==> src/rtl/seq_pkg.sv <==
// Shared types for the layer sequencer: FSM state encoding and error codes.
package seq_pkg;

    localparam int unsigned ERR_W = 2;

    typedef enum logic [2:0] {
        StIdle,
        StLaunch,
        StRun,
        StResult,
        StError
    } state_t;

    localparam logic [ERR_W-1:0] ErrNone     = 2'd0;
    localparam logic [ERR_W-1:0] ErrTimeout  = 2'd1;
    localparam logic [ERR_W-1:0] ErrSpurious = 2'd2;

endpackage

==> src/rtl/seq_watchdog.sv <==
// Clearable run-time watchdog: counts enabled cycles and flags when the limit is reached.
module seq_watchdog #(
    parameter int unsigned TIMEOUT_CYCLES = 4000000
) (
    input  logic clk,
    input  logic reset,
    input  logic clr_i,
    input  logic en_i,
    output logic expired_o
);

    localparam int unsigned CW = $clog2(TIMEOUT_CYCLES);
    localparam logic [CW-1:0] Limit = CW'(TIMEOUT_CYCLES - 1);

    logic [CW-1:0] count_q, count_d;

    assign expired_o = (count_q == Limit);

    // Counter parks at the limit so a stalled stage cannot wrap it back to zero.
    always_comb begin
        count_d = count_q;
        if (clr_i) begin
            count_d = '0;
        end else if (en_i && !expired_o) begin
            count_d = count_q + 1'b1;
        end
    end

    always_ff @(posedge clk) begin
        if (reset) begin
            count_q <= '0;
        end else begin
            count_q <= count_d;
        end
    end

endmodule

==> src/rtl/layer_sequencer.sv <==
// Frame-level sequencer that launches a chain of layer engines one after another,
// supervising each stage with a watchdog and reporting per-frame latency.
module layer_sequencer
    import seq_pkg::*;
#(
    parameter int unsigned N_STAGES       = 3,
    parameter int unsigned TIMEOUT_CYCLES = 4000000,
    parameter int unsigned CYCW           = 32,
    localparam int unsigned SW            = (N_STAGES > 1) ? $clog2(N_STAGES) : 1
) (
    input  logic                clk,
    input  logic                reset,
    input  logic                frame_valid_i,
    output logic                frame_ready_o,
    output logic [N_STAGES-1:0] stage_start_o,
    input  logic [N_STAGES-1:0] stage_done_i,
    output logic                result_valid_o,
    input  logic                result_ready_i,
    input  logic                abort_i,
    input  logic                clear_err_i,
    output logic                busy_o,
    output logic                error_o,
    output logic [ERR_W-1:0]    err_code_o,
    output logic [SW-1:0]       err_stage_o,
    output logic [CYCW-1:0]     frame_cycles_o
);

    localparam logic [SW-1:0] LastIdx = SW'(N_STAGES - 1);

    state_t              state_q, state_d;
    logic [SW-1:0]       idx_q, idx_d;
    logic [ERR_W-1:0]    err_code_q, err_code_d;
    logic [SW-1:0]       err_stage_q, err_stage_d;
    logic [CYCW-1:0]     cyc_q, cyc_d;
    logic [N_STAGES-1:0] idx_onehot;
    logic                done_hit, done_stray;
    logic                wd_clr, wd_en, wd_expired;

    assign idx_onehot = N_STAGES'(1) << idx_q;
    assign done_hit   = |(stage_done_i & idx_onehot);
    assign done_stray = |(stage_done_i & ~idx_onehot);

    seq_watchdog #(
        .TIMEOUT_CYCLES(TIMEOUT_CYCLES)
    ) u_watchdog (
        .clk      (clk),
        .reset    (reset),
        .clr_i    (wd_clr),
        .en_i     (wd_en),
        .expired_o(wd_expired)
    );

    always_comb begin
        state_d       = state_q;
        idx_d         = idx_q;
        err_code_d    = err_code_q;
        err_stage_d   = err_stage_q;
        cyc_d         = cyc_q;
        stage_start_o = '0;
        wd_clr        = 1'b0;
        wd_en         = 1'b0;

        if ((state_q inside {StLaunch, StRun}) && (cyc_q != '1)) begin
            cyc_d = cyc_q + 1'b1;
        end

        case (state_q)
            StIdle: begin
                if (frame_valid_i) begin
                    state_d = StLaunch;
                    idx_d   = '0;
                    cyc_d   = '0;
                end
            end
            StLaunch: begin
                // The start pulse is issued even if abort cancels the frame this cycle.
                stage_start_o = idx_onehot;
                wd_clr        = 1'b1;
                state_d       = abort_i ? StIdle : StRun;
            end
            StRun: begin
                wd_en = 1'b1;
                // Priority: abort, then a stray done, then the expected done, then timeout.
                if (abort_i) begin
                    state_d = StIdle;
                end else if (done_stray) begin
                    state_d     = StError;
                    err_code_d  = ErrSpurious;
                    err_stage_d = idx_q;
                end else if (done_hit) begin
                    if (idx_q == LastIdx) begin
                        state_d = StResult;
                    end else begin
                        state_d = StLaunch;
                        idx_d   = idx_q + 1'b1;
                    end
                end else if (wd_expired) begin
                    state_d     = StError;
                    err_code_d  = ErrTimeout;
                    err_stage_d = idx_q;
                end
            end
            StResult: begin
                if (abort_i || result_ready_i) begin
                    state_d = StIdle;
                end
            end
            StError: begin
                if (clear_err_i) begin
                    state_d    = StIdle;
                    err_code_d = ErrNone;
                end
            end
            default: begin
                state_d = StIdle;
            end
        endcase
    end

    always_ff @(posedge clk) begin
        if (reset) begin
            state_q     <= StIdle;
            idx_q       <= '0;
            err_code_q  <= ErrNone;
            err_stage_q <= '0;
            cyc_q       <= '0;
        end else begin
            state_q     <= state_d;
            idx_q       <= idx_d;
            err_code_q  <= err_code_d;
            err_stage_q <= err_stage_d;
            cyc_q       <= cyc_d;
        end
    end

    assign frame_ready_o  = (state_q == StIdle);
    assign busy_o         = (state_q != StIdle);
    assign result_valid_o = (state_q == StResult);
    assign error_o        = (state_q == StError);
    assign err_code_o     = err_code_q;
    assign err_stage_o    = err_stage_q;
    assign frame_cycles_o = cyc_q;

endmodule

==> config.mk <==
export PLATFORM = sky130hd
export DESIGN_NAME = layer_sequencer
export DESIGN_NICKNAME = d
export VERILOG_FILES = /design/src/rtl/seq_pkg.sv /design/src/rtl/seq_watchdog.sv /design/src/rtl/layer_sequencer.sv
export SDC_FILE = /design/constraint.sdc
export NUM_CORES = 1
export LEC_CHECK = 0
export ABC_AREA = 1
export CORE_AREA = 8 8 92 94
export DETAILED_ROUTE_END_ITERATION = 12
export DIE_AREA = 0 0 100 102
export PLACE_DENSITY_LB_ADDON = 0.08
export SLEW_MARGIN = 10
export SYNTH_ARGS = -nofsm -noshare
export SYNTH_HDL_FRONTEND = slang
export SYNTH_HIERARCHICAL = 1
export SYNTH_SLANG_ARGS = --single-unit
==> constraint.sdc <==
create_clock -name clk -period 4.1 [get_ports clk]
set_clock_uncertainty 0.05 [all_clocks]
set_input_delay 0.82 -clock clk [delete_from_list [all_inputs] [get_ports clk]]
set_output_delay 0.82 -clock clk [all_outputs]
set_load 0.005 [all_outputs]
# Word level (Yosys, flattened, before mapping)

Cells that the tools add are included.

Flip-flop bits (word level): 63
Input port bits: 9
Output and inout port bits: 43
Logic and storage cells: 80

$add $sub $neg: 3
Eq/ne operators: 18
Shift-type cells: 1
Multiplexer cells: 31
Bitwise operators: 4
Reduce and logical (&&, ||, !) cells: 17

Operator list:

| cell                  | count |
|---|---|
| $mux 32               | 3 |
| $add 32x1->32 const B | 1 |
| $ne 32x32->1 const B  | 1 |
| $mux 2                | 15 |
| $mux 3                | 8 |
| $add 22x1->22 const B | 1 |
| $eq 22x22->1 const B  | 1 |
| $pmux 3 s5            | 1 |
| $ne 2x2->1 const B    | 6 |
| $pmux 2 s2            | 2 |
| $reduce_and 4->1      | 2 |
| $reduce_bool 2->1     | 4 |
| $and 3x3->3           | 2 |
| $eq 3x2->1 const B    | 2 |
| $reduce_and 6->1      | 1 |
| $reduce_or 3->1       | 2 |
| $ne 5x4->1 const B    | 1 |
| $reduce_and 5->1      | 1 |
| $ne 2x1->1 const B    | 2 |
| $eq 3x1->1 const B    | 1 |
| $eq 3x3->1 const B    | 1 |
| $logic_not 3->1       | 1 |
| $ne 3x2->1 const B    | 1 |
| $ne 3x3->1 const B    | 1 |
| 11 further kinds      | 13 |

# Logic depth before layout (Yosys ltp)

Word-level depth: 7
Depth in mapped cells: 11
Depth with buffers taken out: 11

# Modules after synthesis

The synthesis kept the hierarchy.

Modules (own cells, without submodules):

| module          | instances | cells each | area each (µm²) | seq. area each (µm²) |
|---|---|---|---|---|
| layer_sequencer | 1         | 450        | 2596.2          | 820.8 |
| seq_watchdog    | 1         | 218        | 1440.1          | 440.4 |

# Worst setup path after synthesis

No wires, ideal clock.

Path kind: input to register
Start: input port reset
End: register u_watchdog.count_q[16]
Library setup time: 0.071 ns
Data arrival time: 1.652 ns
Data required time: 3.979 ns
Setup slack: 2.327 ns
Stages on the path: 4
Buffers on the path: 1
Cell sequence: nor2_1 > inv_1 > clkbuf_1 > a21oi_2

Word-level cells in the longest chain between the ends: 1

Ends and longest elaborated chain:

| element                          | line                  | source |
|---|---|---|
| start, declared                  | layer_sequencer.sv:12 | `input logic reset,` |
| $reduce_or 2->1 (no source line) | -                     |  |
| end signal, assigned             | seq_watchdog.sv:33    | `count_q <= count_d;` |
| end, declared                    | seq_watchdog.sv:15    | `logic [CW-1:0] count_q, count_d;` |

No other way between the ends.
A chain may end at the register's enable or synchronous reset.

# Worst setup path after layout

Start: register idx_q[0]
End: output port stage_start_o[2]

Word-level cells in the longest chain between the ends: 2

Ends and longest elaborated chain:

| element                | line                   | source |
|---|---|---|
| start, declared        | layer_sequencer.sv:31  | `logic [SW-1:0] idx_q, idx_d;` |
| start signal, assigned | layer_sequencer.sv:129 | `idx_q <= idx_d;` |
| $shl 1x2->3            | layer_sequencer.sv:39  | `assign idx_onehot = N_STAGES'(1) << idx_q;` |
| $mux 3                 | layer_sequencer.sv:67  | `case (state_q)` |
| end, declared          | layer_sequencer.sv:15  | `output logic [N_STAGES-1:0] stage_start_o,` |

No other way between the ends.

==> impl_results.md <==
- Post-CTS Resized: 0
- Area of the die: ~0.010 sq mm
- Vias in the first global route: 3994
- Crit Path Max Fanout: 4
- Worst R2R End: frame_cycles_o[25]
- Height of the die: 102 um
- Syn_area_per_cell: around 6.0 sq um
- Via count: 4297
- Final hold vios: 0
- Commonest non-fill, non-tap cell in the layout: nand2_1
- #FFs+latches synth: 63
- Total global-route track usage: 0.204
- Setup crit end kind: primary output
- Largest cells by area after synthesis: dfxtp_1 31%, nand2_1 18%, nor2_1 14%
- Max Slew Vio Count: 0
- Layout cells sized above 1: 0.0706
- HPWL after DPL: 7550 um
- First-pass GRT wire length: 17300 um
- Setup TNS: 0 ns
- CTS Hold Bufs: 0
- Cells on worst reg2reg path: 9
- ANT cells: 0
- Final ANT Viol Nets: 0
- Largest net degree at the start of global routing: 32
- Most frequent cells in the layout: 191 x nand2_1, 146 x nor2_1, 76 x inv_1
- DRT Pass-1 Iters: 5
- CTS max path bufs: 2
- Largest area contributor in the netlist: dfxtp_1
- Status: completed
- RSZ-0062 raised after global routing: no
- Clk sink count: 63
- Inst Count DP: ~800
- Final min period: around 2.6 ns
- Core Region: between 0.007 and 0.008 sq mm
- Maximum vdd drop: about 0.21 mV
- Number of core rows: 31
- Via/cell ratio: between 5 and 6
- Syn nets: between 600 and 700
- CP max stage delay: 0.52 ns
- Clk pin slew, worst setup/hold paths: approximately 0.07 ns
- Layout area overhead: 18.1%
- Worst Setup Start Kind: flip-flop
- Critical Path Most Common Cell: inv_1
- Nets: 731
- Mapped Cells: approximately 670
- Clock Tree Root: clkbuf_8
- Initial antenna violation count: 0
- Fin util: 0.675
- Hold Crit Depth: 2
- Detailed router's first-iteration violation count: around 340
- IO Count: 52
- Static Leak: approximately 1.9 nW
- Endpoint of the worst hold path: u_watchdog/count_q[1]
- Final setup margin: between 1.5 and 2 ns
- Slowest cell on the critical path: clkdlybuf4s50_1
- DP Worst Slack: between 1 and 1.5 ns
- Slew @ Worst Pin: roughly 0.99 ns
- Fmax: 391 MHz
- Post-CTS Setup Inserts: 0
- Worst slew margin: 0.340
- Req. time, crit path: between 3 and 4 ns
- IO buf count: a little over 50
- CP top delay family: buffers and inverters
- P per Cell Area: around 330 mW/mm^2
- Max cap viols: 0
- Synth warn: 6
- Kind of critical path: reg2out
- Worst min-delay path class: reg2reg
- Period utilisation layout: 0.624
- Bufs and invs on worst path: 3
- Initial Util: 0.572
- Cell Area, Synth: 0.00404 sq mm
- Seq/Total Area, Yosys: 0.312
- Die width: around 100 um
- Reg2reg setup slack: around 1.9 ns
- CP cell instances: inv_1 > ha_1 > inv_1 > nor2_1 > clkdlybuf4s50_1
- Total CTS buffers: 9
- Clock latency on the worst-skew pair: roughly 0.34 ns
- Wire per inst: roughly 13 um
- CTS tree: yes
- Count of cell types in the netlist: 32
- CP arrival: ~1.7 ns
- Hold Startpoint: u_watchdog/count_q[1]
- Overall routed net length: between 10000 and 15000 um
- RD Place Congestion: 0.900
- H-tree levels: 3
- Setup violators final: 0
- Fill count: 647
- Global route total overflow: 0
- Total Power: between 1.5 and 2 mW
- Finished Layout Cells: 821
- DRC viols: 0
- Synth top area share: 0.312
- Reg-to-Reg Start: frame_cycles_o[0]
## worst register-to-register path: stages (launching register included)
cell     delay (ns)
dfxtp_1        0.40
ha_1           0.21
inv_1          0.07
nor2_2         0.16
nand2_2        0.12
nor2_4         0.16
nand3_2        0.48
nand3_1        0.26
nand2_1        0.06
nor2_1         0.14
## worst max-delay path by stage
stage | start | endpoint | cells after the start | slack, ns
after floorplan | reset | u_watchdog/count_q[16] | 4 | 2.33
after global placement | reset | frame_cycles_o[1] | 6 | 1.42
after detailed placement | reset | frame_cycles_o[1] | 6 | 1.30
after CTS | idx_q[0] | stage_start_o[2] | 5 | 1.53
after global routing | state_q[0] | busy_o | 3 | 1.45
final | idx_q[0] | stage_start_o[2] | 5 | 1.54
## final cells by class
| class | instances | area (sq um) | area share |
|---|---|---|---|
| Timing Repair Buffer | 52 | 518 | 0.109 |
| Multi-Input combinational cell | 511 | 2350 | 0.494 |
| Tap cell | 99 | 124 | 0.0260 |
| Inverter | 80 | 300 | 0.0630 |
| Clock buffer | 13 | 169 | 0.0354 |
| Sequential cell | 63 | 1260 | 0.265 |
| Clock inverter | 3 | 40.0 | 0.00840 |
## per-stage QoR
step / cell area, sq um / hold WS (ns)
4_1_cts: 4770 / 0.468
3_3_place_gp: 4560 / 0.434
3_5_place_dp: 4560 / 0.458
5_1_grt: 4770 / 0.484
2_1_floorplan: 4040 / 0.420
6_report: 4770 / 0.469
## layer usage
metal / wire length [um] / vias up / global-route usage
met1: 4810 / 1935 / 0.255
met3: 745 / 12 / 0.0450
met2: 4640 / 162 / 0.341
met5: 0 / - / 0
li1: - / 2188 / -
met4: 106 / 0 / 0.0663
## logic make-up (layout without fill, tap and decap cells)
kind of cell	Yosys count	in the layout	synth area share
and+or+nand+nor	446	446	0.473
DFF	63	63	0.312
buffers and inverters	94	148	0.104
adders and majority gates	5	5	0.0155
AOI/OAI and AO/OA	48	48	0.0691
xor gates and xnor gates	12	12	0.0260
## flip-flops by register name, summed over array words and instances (netlist names)
name	flops
frame_cycles_o	32
u_watchdog/count_q	22
state_q	3
err_code_o	2
err_stage_o	2
idx_q	2
## synthesized netlist by cell type, drive strengths merged
| library cell | n |
|---|---|
| a21oi | 38 |
| a31oi | 1 |
| and2 | 1 |
| buf | 13 |
| clkbuf | 1 |
| clkinv | 1 |
| dfxtp | 63 |
| ha | 5 |
| inv | 79 |
| nand2 | 199 |
| nand3 | 58 |
| nand3b | 2 |
| nand4 | 20 |
| nor2 | 157 |
| nor3 | 7 |
| nor4b | 1 |
| o21ai | 9 |
| or2 | 1 |
| xnor2 | 5 |
| xor2 | 7 |
## report_power, final
part	leakage [nW]	switching [mW]	internal, mW	total [mW]
Sequential	0.509	0.0216	0.634	0.656
Clock	0.109	0.246	0.329	0.575
Combinational	1.28	0.207	0.117	0.323
Total	1.90	0.474	1.08	1.55
(Power assumes the default switching activity.)
